**config.mk**
```make
export PLATFORM = sky130hd
export DESIGN_NAME = id_ex_reg
export DESIGN_NICKNAME = d
export VERILOG_FILES = /design/src/rtl/id_ex_reg.sv
export SDC_FILE = /design/constraint.sdc
export NUM_CORES = 1
export LEC_CHECK = 0
export BUFFER_PORTS_ARGS = -buffer_cell sky130_fd_sc_hd__buf_2
export CORE_MARGIN = 2
export CORE_UTILIZATION = 37
export DETAILED_ROUTE_END_ITERATION = 7
export PLACE_DENSITY = 0.75
export SKIP_LAST_GASP = 1
export SYNTH_ARGS = -nofsm -noshare
export SYNTH_HDL_FRONTEND = slang
export SYNTH_SLANG_ARGS = --single-unit
```
**constraint.sdc**
```tcl
create_clock -name clk -period 1.9 [get_ports clk]
set_input_delay 0 -clock clk [delete_from_list [all_inputs] [get_ports clk]]
set_output_delay 0 -clock clk [all_outputs]
set_load 0.005 [all_outputs]
```
**src/rtl/id_ex_reg.sv**
```systemverilog
// ID/EX pipeline register: captures decode results each cycle, with stall, flush,
// automatic load-use bubble insertion and a saturating bubble counter.
module id_ex_reg #(
   parameter int DATA_W = 32
) (
   input  logic              clk,
   input  logic              rst,
   input  logic              stall_i,
   input  logic              flush_i,
   input  logic              id_valid_i,
   input  logic [DATA_W-1:0] id_pc_i,
   input  logic [DATA_W-1:0] id_rd1_i,
   input  logic [DATA_W-1:0] id_rd2_i,
   input  logic [DATA_W-1:0] id_imm32_i,
   input  logic [4:0]        id_rs_i,
   input  logic [4:0]        id_rt_i,
   input  logic [4:0]        id_rd_i,
   input  logic [3:0]        id_aluop_i,
   input  logic              id_alusrc_i,
   input  logic [1:0]        id_regdst_i,
   input  logic              id_regwrite_i,
   input  logic              id_memread_i,
   input  logic              id_memwrite_i,
   input  logic              id_mem2reg_i,
   input  logic              id_exc_i,
   input  logic [4:0]        id_exccode_i,
   output logic              ex_valid_o,
   output logic [DATA_W-1:0] ex_pc_o,
   output logic [DATA_W-1:0] ex_rd1_o,
   output logic [DATA_W-1:0] ex_rd2_o,
   output logic [DATA_W-1:0] ex_imm32_o,
   output logic [4:0]        ex_rs_o,
   output logic [4:0]        ex_rt_o,
   output logic [4:0]        ex_rd_o,
   output logic [3:0]        ex_aluop_o,
   output logic              ex_alusrc_o,
   output logic [1:0]        ex_regdst_o,
   output logic              ex_regwrite_o,
   output logic              ex_memread_o,
   output logic              ex_memwrite_o,
   output logic              ex_mem2reg_o,
   output logic              ex_exc_o,
   output logic [4:0]        ex_exccode_o,
   output logic              lu_stall_o,
   output logic [15:0]       bubble_cnt_o
);

   typedef struct packed {
      logic              valid;
      logic [DATA_W-1:0] pc;
      logic [DATA_W-1:0] rd1;
      logic [DATA_W-1:0] rd2;
      logic [DATA_W-1:0] imm32;
      logic [4:0]        rs;
      logic [4:0]        rt;
      logic [4:0]        rd;
      logic [3:0]        aluop;
      logic              alusrc;
      logic [1:0]        regdst;
      logic              regwrite;
      logic              memread;
      logic              memwrite;
      logic              mem2reg;
      logic              exc;
      logic [4:0]        exccode;
   } stage_t;

   stage_t      stage_reg, stage_next;
   logic [15:0] cnt_reg, cnt_next;
   logic        bubble_inc;
   logic        hz;

   // A load in EX whose destination feeds the instruction now in ID.
   assign hz = stage_reg.valid & stage_reg.memread & (stage_reg.rt != 5'd0) &
               ((stage_reg.rt == id_rs_i) | (stage_reg.rt == id_rt_i)) & id_valid_i;
   assign lu_stall_o = hz & ~stall_i & ~flush_i;

   always_comb begin
      stage_next = stage_reg;
      bubble_inc = 1'b0;
      if (flush_i) begin
         stage_next = '0;
         bubble_inc = 1'b1;
      end else if (stall_i) begin
         stage_next = stage_reg;
      end else if (hz) begin
         stage_next = '0;
         bubble_inc = 1'b1;
      end else if (!id_valid_i) begin
         stage_next = '0;
      end else begin
         stage_next.valid    = 1'b1;
         stage_next.pc       = id_pc_i;
         stage_next.rd1      = id_rd1_i;
         stage_next.rd2      = id_rd2_i;
         stage_next.imm32    = id_imm32_i;
         stage_next.rs       = id_rs_i;
         stage_next.rt       = id_rt_i;
         stage_next.rd       = id_rd_i;
         stage_next.aluop    = id_aluop_i;
         stage_next.alusrc   = id_alusrc_i;
         stage_next.regdst   = id_regdst_i;
         stage_next.mem2reg  = id_mem2reg_i;
         stage_next.exc      = id_exc_i;
         stage_next.exccode  = id_exccode_i;
         // A faulting instruction must not write state; PC is kept as the EPC.
         stage_next.regwrite = id_regwrite_i & ~id_exc_i;
         stage_next.memread  = id_memread_i  & ~id_exc_i;
         stage_next.memwrite = id_memwrite_i & ~id_exc_i;
      end
      cnt_next = cnt_reg;
      if (bubble_inc && (cnt_reg != 16'hFFFF)) begin
         cnt_next = cnt_reg + 16'd1;
      end
   end

   always_ff @(posedge clk) begin
      if (rst) begin
         stage_reg <= '0;
         cnt_reg   <= '0;
      end else begin
         stage_reg <= stage_next;
         cnt_reg   <= cnt_next;
      end
   end

   assign ex_valid_o    = stage_reg.valid;
   assign ex_pc_o       = stage_reg.pc;
   assign ex_rd1_o      = stage_reg.rd1;
   assign ex_rd2_o      = stage_reg.rd2;
   assign ex_imm32_o    = stage_reg.imm32;
   assign ex_rs_o       = stage_reg.rs;
   assign ex_rt_o       = stage_reg.rt;
   assign ex_rd_o       = stage_reg.rd;
   assign ex_aluop_o    = stage_reg.aluop;
   assign ex_alusrc_o   = stage_reg.alusrc;
   assign ex_regdst_o   = stage_reg.regdst;
   assign ex_regwrite_o = stage_reg.regwrite;
   assign ex_memread_o  = stage_reg.memread;
   assign ex_memwrite_o = stage_reg.memwrite;
   assign ex_mem2reg_o  = stage_reg.mem2reg;
   assign ex_exc_o      = stage_reg.exc;
   assign ex_exccode_o  = stage_reg.exccode;
   assign bubble_cnt_o  = cnt_reg;

endmodule

```
==> results of run 1 <==
[worst max path at each step]
stage / from / to / slack [ns]
final: ex_rt_o[3]$_SDFFE_PP0N_ / ex_exccode_o[2]$_SDFFE_PP0N_ / -0.11
after global routing: ex_rt_o[3]$_SDFFE_PP0N_ / ex_exccode_o[2]$_SDFFE_PP0N_ / -0.16
after CTS: ex_rt_o[3]$_SDFFE_PP0N_ / ex_imm32_o[24]$_SDFFE_PP0N_ / -0.05
after detailed placement: ex_rt_o[4]$_SDFFE_PP0N_ / bubble_cnt_o[15]$_SDFFE_PP0P_ / -0.10
after global placement: ex_rt_o[3]$_SDFFE_PP0N_ / bubble_cnt_o[12]$_SDFFE_PP0P_ / -0.05
after floorplan: ex_rt_o[1]$_SDFFE_PP0N_ / bubble_cnt_o[1]$_SDFFE_PP0P_ / 0.001
[state kept, by name (all words and copies together) (netlist names), 2 cells and up]
| name | flops |
|---|---|
| bubble_cnt_o | 16 |
| ex_aluop_o | 4 |
| ex_exccode_o | 5 |
| ex_imm32_o | 32 |
| ex_pc_o | 32 |
| ex_rd1_o | 32 |
| ex_rd2_o | 32 |
| ex_rd_o | 5 |
| ex_regdst_o | 2 |
| ex_rs_o | 5 |
| ex_rt_o | 5 |
[critical path, cell delays in order (launching register included)]
cell,delay (ns)
dfxtp_2,0.34
or4_4,0.54
o21a_4,0.23
a21boi_4,0.22
buf_12,0.18
buf_12,0.16
a22oi_2,0.08
nor2_1,0.18
[power by group]
group / switching, uW / total [uW] / internal (uW) / leakage [uW]
Clock: 1640 / 3700 / 2050 / 0.000307
Sequential: 41.6 / 3820 / 3780 / 0.00144
Combinational: 470 / 1080 / 608 / 0.00334
Total: 2150 / 8600 / 6440 / 0.00508
[layer usage]
metal | wire (um) | vias to the layer above | share of wire, % | global-route usage (%)
met5 | 0 | - | 0 | 0
met4 | 1006 | 0 | 4.1 | 13.66
met3 | 1546 | 83 | 6.3 | 6.532
met2 | 12840 | 351 | 53 | 44.16
met1 | 9046 | 3470 | 37 | 26.42
li1 | - | 3409 | - | -
[cells by family (layout without fill, tap and decap cells)]
logic type | Yosys count | after routing | synth area share, %
AND/OR/NAND/NOR | 213 | 213 | 14.49
AO/OA/AOI/OAI | 194 | 194 | 22.52
flip-flops | 177 | 177 | 55.76
buffers and inverters | 62 | 594 | 5.178
XOR/XNOR | 11 | 11 | 1.516
multiplexers | 2 | 2 | 0.3347
adder cells (fa/ha/maj) | 1 | 1 | 0.1969
other | 0 | 4 | 0
[stage by stage]
stage | setup slack, ns | total power, uW
finish | -0.1096 | 8595
global route | -0.1583 | 8886
CTS | -0.05254 | 8586
detailed placement | -0.1014 | 4632
global placement | -0.04767 | 4619
floorplan | 0.001129 | 4249
[final cells by class]
class	instances	share of cell area (%)
Antenna cell	4	0.08984
Clock buffer	18	3.942
Clock inverter	14	1.640
Inverter	4	0.1348
Multi-Input combinational cell	421	24.05
Sequential cell	177	31.87
Tap cell	220	2.471
Timing Repair Buffer	558	35.80
[timing repair]
action,CTS,global route
pin swaps,4,20
endpoints found under the setup margin,168,176
gates resized for setup,12,37
hold endpoints to repair,175,0
gates cloned,0,2
hold buffers,161,0
buffers inserted,5,0
[cells in the final DEF, fill, tap and decap left out, types with 3 or more instances in the layout]
cell type / netlist / layout
inv_1: 4 / 4
dlygate4sd3_1: 0 / 161
a21oi_2: 0 / 5
diode_2: 0 / 4
nor2_1: 168 / 168
nand3_1: 5 / 4
or2_4: 1 / 3
inv_6: 0 / 6
a32oi_1: 3 / 3
o21ai_1: 0 / 3
a21oi_1: 14 / 9
xnor2_1: 10 / 7
clkbuf_16: 0 / 19
dfxtp_2: 0 / 6
inv_8: 0 / 4
a22oi_1: 157 / 155
nand4_1: 5 / 5
or3_4: 0 / 4
xnor2_2: 0 / 3
or4_1: 5 / 3
buf_12: 0 / 15
buf_2: 7 / 341
buf_4: 1 / 36
dfxtp_1: 177 / 171
o21ai_2: 0 / 3
nand2_1: 8 / 7
==> results.cfg, run 1 <==
[run_status]
outcome = finished with violations
violations = setup timing

[placement]
dp_hpwl_mm = 13.60
gp_congestion = 0.8092
place_area_mm2 = 0.008593
port_buffers = 342
placed_cells = 1212

[finish]
multi_input_area_mm2 = 0.002680
post-route-cell-area_mm2 = 0.01114
n_fill_cell = 1187
nNetsFinal = 1345
seq_area_mm2 = 0.003551
fin_util_pct = 66.71
drive_gt1_share_pct = 39.77
instances_no_fill = 1416
synthToLayoutAreaGrowth_pct = 75.33

[critical_path]
r2r_start = ex_rt_o[3]$_SDFFE_PP0N_
crit_type = register to register
crit_fanout = 19
critPathCaptureType = register
r2r_cells = 7
worstPathArrival_ns = 2.35
reg2reg_slack_ns = -0.11
critPathLaunchType = register
crit_required_ns = 2.24
r2r_end = ex_exccode_o[2]$_SDFFE_PP0N_

[drt]
post_drt_wl_per_cell_um = 17.26
vias_per_cell = 5.165
dr.pass1.iters = 5
drt-total-wl_mm = 24.44
antenna_left = 0
vias = 7313
route.detailed.drc = 0
drt_iter0_drc = 423

[logic_synthesis]
synth_top_area_share_pct = 55.76
netlist_area_mm2 = 0.006355
synth_top_cell_by_area = dfxtp_1
syn-num-nets = 826
synth_edf_count = 0
ys_seq_area_share_pct = 55.76
syn_inst = 660
ys_ff_latch = 177
synth.most_common_cell = dfxtp_1
yosys-top-cells-area = dfxtp_1 56%, a22oi_1 19%, nor2_1 9.9%, clkbuf_1 2.2%, buf_6 1.9%
ys_types = 43
avgSynthCellArea_um2 = 9.629
synth_commonest_cells = 177 x dfxtp_1, 168 x nor2_1, 157 x a22oi_1
synthFlopType = dfxtp_1
synth_warnings = 0
synthArstFlopShare_pct = 0

[clocking]
cts_tree = built
cts_buffers = 17
root_buffer = clkbuf_16
cts.sinks = 177
clkLatencyLatePin_ns = 0.43
clk_pin_slew_ns = 0.07
clock_path_buffers = 2
h-tree-depth = 4

[timing]
skew_ns = 0.01409
setup_viol = 155
setup_tns_ns = -4.275
worst_pin_slew_ns = 0.8507
final_max_slew_viol_count = 0
setup_slack_ns = -0.1096
period_share_pct = 105.8
maxClockFrequency_mhz = 497.6
slew_headroom_pct = 43.29
hold_viol = 0
rsz0062_at_grt = yes
hold_slack_ns = 0.1822
min_period_ns = 2.010

[global_route]
grt_max_degree = 162
antenna_found_initial = 1
grtUsageTotal_pct = 24.70
grt_pass1_vias = 7308
grt_pass1_wl_mm = 35.93
overflow = 0

[floorplanning]
dieArea_mm2 = 0.01824
die_height_um = 135.1
io_pins = 343
placementRows = 47
initial_core_util_pct = 38.05
die_w_um = 135.1
core_mm2 = 0.01670

[power]
p_leak_uw = 0.005085
peakVddDrop_v = 0.0006516
cellPowerDensity_mw_per_mm2 = 771.5

[hold_path]
worstHoldPathCells = 4
min_to = bubble_cnt_o[13]$_SDFFE_PP0P_
hp-start = flush_i
hp-class = input port to register

[job]
max_cap_viol_count = 0
Note: power is estimated with default switching activity, not from simulation.
==> inputs of run 2 (changes only) <==
- CORE_AREA: not set -> 2 2 133 135
- CORE_MARGIN: 2 -> not set
- CORE_UTILIZATION: 37 -> not set
- DIE_AREA: not set -> 0 0 135 137
- GPL_TIMING_DRIVEN: not set -> 1
==> results.cfg, run 2 (same netlist as run 1, synthesis figures left out) <==
[run_status]
outcome = finished with violations
violations = setup timing

[power]
power_uw = 8596
p_leak_uw = 0.005095
cellPowerDensity_mw_per_mm2 = 769.0
peakVddDrop_v = 0.0005831

[placement]
port_buffers = 342
gp_congestion = 0.7765
dp_hpwl_mm = 13.61
dp_slack_ns = -0.06229
placed_cells = 1215

[timing]
slew_headroom_pct = 43.50
period_share_pct = 107.1
rsz0062_at_grt = yes
maxClockFrequency_mhz = 491.3
hold_slack_ns = 0.1713
min_period_ns = 2.035
final_max_slew_viol_count = 0
setup_viol = 165
worst_pin_slew_ns = 0.8475
hold_viol = 0
setup_slack_ns = -0.1353
skew_ns = 0.009892

[finish]
instances_no_fill = 1424
drive_gt1_share_pct = 40.07
synthToLayoutAreaGrowth_pct = 75.90
layout_common_cells = 341 x buf_2, 168 x dfxtp_1, 167 x nor2_1
nNetsFinal = 1351
final_common_cell = buf_2

[global_route]
overflow = 0
antenna_found_initial = 1
grt_pass1_vias = 7201
grtUsageTotal_pct = 24.53
grt_max_degree = 162
grt_pass1_wl_mm = 35.81

[clocking]
clk_pin_slew_ns = 0.07
cts.sinks = 177
root_buffer = clkbuf_16
clkLatencyLatePin_ns = 0.43
cts_tree = built
clock_path_buffers = 2
cts_buffers = 17
h-tree-depth = 4

[critical_path]
worstPathArrival_ns = 2.39
path_cells = or4_4, o21a_1, a21boi_4, buf_12, buf_6, buf_4, a22oi_1, nor2_1
reg2reg_slack_ns = -0.14
critPathCaptureType = register
crit_required_ns = 2.25
r2r_cells = 8
critPathLaunchType = register
critPathSlowestCell = or4_4
crit_type = register to register
r2r_end = ex_exccode_o[0]$_SDFFE_PP0N_
critPathLaunch = ex_rt_o[3]$_SDFFE_PP0N_
slowest_delay_ns = 0.54
r2r_start = ex_rt_o[3]$_SDFFE_PP0N_
crit_fanout = 6
cp-endpoint = ex_exccode_o[0]$_SDFFE_PP0N_

[drt]
drt_iter0_drc = 421
vias_per_cell = 5.176
dr.pass1.iters = 5
post_drt_wl_per_cell_um = 17.29
route.detailed.drc = 0
drt-total-wl_mm = 24.62
antenna_left = 0
vias = 7371

[job]
max_cap_viol_count = 0

[floorplanning]
io_pins = 343
die_w_um = 135
placementRows = 48
core_mm2 = 0.01706
initial_core_util_pct = 37.26
dieArea_mm2 = 0.01850
die_height_um = 137

[hold_path]
hp-class = input port to register
hp-start = flush_i
==> run 2: where the power goes <==
part / leakage [uW] / internal (uW) / switching (uW)
combinational: 0.00336 / 620 / 470
sequential: 0.00144 / 3780 / 44.3
clock: 0.000299 / 2070 / 1610
total: 0.00509 / 6470 / 2130
==> run 2: stage by stage <==
| stage | area, um^2 | util (%) | setup TNS, ns |
|---|---|---|---|
| 2_1_floorplan | 6356 | - | 0 |
| 3_3_place_gp | 8547 | 50.11 | -0.001693 |
| 3_5_place_dp | 8547 | 50.11 | -1.907 |
| 4_1_cts | 10890 | 63.84 | -2.379 |
| 5_1_grt | 11180 | 65.54 | -22.24 |
| 6_report | 11180 | 65.54 | -10.88 |
==> run 2: area by class of cell <==
type,count,area (um^2)
fillers,1217,5878
repair buffers,564,4069
flip-flops and latches,177,3555
multi-input cells,421,2639
clock buffers,19,452.9
well taps,225,281.5
clock inverters,13,163.9
inverters,4,15.01
diodes,1,2.502
==> run 2: critical path, delay by kind of cell (launching register included) <==
kind	cells	cell delay (ns)
simple gates	2	0.67
compound gates	3	0.52
buf+inv	3	0.43
flops	1	0.34
==> run 2: routing by layer <==
metal / global-route usage [%] / wire, um / up-vias
met1: 26.95 / 9133 / 3546
met2: 43.88 / 13090 / 328
li1: - / - / 3425
met4: 13.02 / 884 / 0
met5: 0 / 0 / -
met3: 5.852 / 1516 / 72
==> run 2: worst min path at each step <==
stage                                    to  slack, ns  cells past startpoint
6_report       bubble_cnt_o[9]$_SDFFE_PP0P_       0.17                      5
4_1_cts        bubble_cnt_o[9]$_SDFFE_PP0P_       0.11                      5
5_1_grt        bubble_cnt_o[9]$_SDFFE_PP0P_       0.20                      5
3_3_place_gp       ex_pc_o[13]$_SDFFE_PP0N_       0.23                      3
2_1_floorplan                    lu_stall_o       0.03                      1
3_5_place_dp    ex_imm32_o[27]$_SDFFE_PP0N_       0.24                      3
==> run 2: what timing repair did <==
item / in CTS / in global routing
pin swaps: 10 / 39
resized for setup: 16 / 42
hold buffers: 161 / 0
endpoints found under the setup margin: 159 / 173
gates cloned: 1 / 5
endpoints found under the hold margin: 169 / 0
setup buffers: 4 / 6
==> inputs of run 3 (changes only) <==
- SETUP_SLACK_MARGIN: not set -> 0.02
==> results.cfg, run 3 (same netlist as run 1, synthesis figures left out) <==
[finish]
layout_common_cells = 341 x buf_2, 168 x nor2_1, 168 x dfxtp_1
final_common_cell = buf_2
instances_no_fill = 1419
post-route-cell-area_mm2 = 0.01108
drive_gt1_share_pct = 40.32
synthToLayoutAreaGrowth_pct = 74.33
nNetsFinal = 1347

[timing]
worst_pin_slew_ns = 0.8271
rsz0062_at_grt = yes
maxClockFrequency_mhz = 469.8
final_max_slew_viol_count = 0
min_period_ns = 2.129
slew_headroom_pct = 44.86
skew_ns = 0.01162
setup_viol = 122
hold_slack_ns = 0.2073
period_share_pct = 112.0
setup_slack_ns = -0.2287
hold_viol = 0

[clocking]
h-tree-depth = 4
clk_pin_slew_ns = 0.07
cts.sinks = 177
cts_buffers = 17
root_buffer = clkbuf_16
clock_path_buffers = 2
cts_tree = built
clkLatencyLatePin_ns = 0.42

[global_route]
grt_max_degree = 162
grt_pass1_wl_mm = 34.83
grtUsageTotal_pct = 23.63
grt_pass1_vias = 7104
antenna_found_initial = 1
overflow = 0

[drt]
dr.pass1.iters = 7
vias_per_cell = 5.171
drt-total-wl_mm = 24.02
post_drt_wl_per_cell_um = 16.93
antenna_left = 0
route.detailed.drc = 0
vias = 7337
drt_iter0_drc = 508

[critical_path]
critPathCaptureType = register
crit_type = register to register
critPathLaunchType = register
crit_fanout = 7
crit_required_ns = 2.20
worstPathArrival_ns = 2.43

[placement]
dp_hpwl_mm = 13.52
gp_congestion = 0.7753
port_buffers = 342
placed_cells = 1217
place_area_mm2 = 0.008538

[power]
cellPowerDensity_mw_per_mm2 = 771.3
power_frac_clock_pct = 42.8
peakVddDrop_v = 0.0005688
power_uw = 8544
p_int_uw = 6532
p_leak_uw = 0.005062
power_frac_comb_pct = 12.5
power_switching_uw = 2012
p_seq_share_pct = 44.8
swShare_pct = 23.55

[floorplanning]
placementRows = 48
io_pins = 343
initial_core_util_pct = 37.26
dieArea_mm2 = 0.01850
die_w_um = 135
die_height_um = 137
core_mm2 = 0.01706

[run_status]
violations = setup timing
outcome = finished with violations

[job]
max_cap_viol_count = 0

[hold_path]
hp-class = input port to register
## run 3: repair_timing
item                                    CTS  global route
gates resized for setup                  13            49
endpoints found under the setup margin  157           175
cloned                                    0             0
pin swaps                                 6            18
hold buffers                            161             0
buffers inserted                          3             7
hold endpoints to repair                174             0
## run 3: final timing paths
check | slack, ns | start | end | depth (start not counted)
setup / recovery | -0.23 | ex_rt_o[3]$_SDFFE_PP0N_ | bubble_cnt_o[1]$_SDFFE_PP0P_ | 7
hold / removal | 0.21 | flush_i | bubble_cnt_o[9]$_SDFFE_PP0P_ | 5
setup reg to reg | -0.23 | ex_rt_o[3]$_SDFFE_PP0N_ | bubble_cnt_o[1]$_SDFFE_PP0P_ | 7
hold reg to reg | 0.48 | ex_memwrite_o$_SDFFE_PP0N_ | ex_memwrite_o$_SDFFE_PP0N_ | 2
## run 3: area by class of cell
class | instances | area (um^2)
multi-input cells | 421 | 2703
repair buffers | 560 | 3909
flip-flops and latches | 177 | 3560
well taps | 225 | 281.5
diodes | 1 | 2.502
inverters | 4 | 15.01
fillers | 1272 | 5978
clock buffers | 20 | 456.7
clock inverters | 11 | 151.4
## run 3: critical path, cell delays in order, from the launching register on
cell,delay (ns)
dfxtp_2,0.33
or4_4,0.54
o211ai_1,0.26
nor2_1,0.11
a2bb2oi_4,0.31
buf_6,0.15
mux2i_1,0.25
nor2_1,0.07
## run 3: metal layers
layer  routed length [um]  GRT usage [%]  vias to the layer above
met5                    0              0                        -
met1                 8800          26.03                     3485
met4                  922          14.47                        0
li1                     -              -                     3412
met3                 1664          5.889                       85
met2                12630          41.06                      355
## run 3: power by group through the flow
stage | Sequential, uW | Combinational, uW | Clock (uW)
2_1_floorplan | 3910 | 337 | 0
3_3_place_gp | 3900 | 708 | 0
3_5_place_dp | 3900 | 718 | 0
4_1_cts | 3820 | 990 | 3710
5_1_grt | 3830 | 1140 | 3830
6_report | 3820 | 1060 | 3660
## run 3: metrics by stage
| stage | setup WS [ns] | setup TNS, ns | utilization [%] |
|---|---|---|---|
| 3_5_place_dp | -0.06133 | -1.148 | 50.06 |
| 6_report | -0.2287 | -4.669 | 64.95 |
| 5_1_grt | -0.3014 | -14.83 | 64.95 |
| 2_1_floorplan | 0.004120 | 0 | - |
| 4_1_cts | -0.02783 | -0.3481 | 63.48 |
| 3_3_place_gp | -0.002981 | -0.002981 | 50.06 |
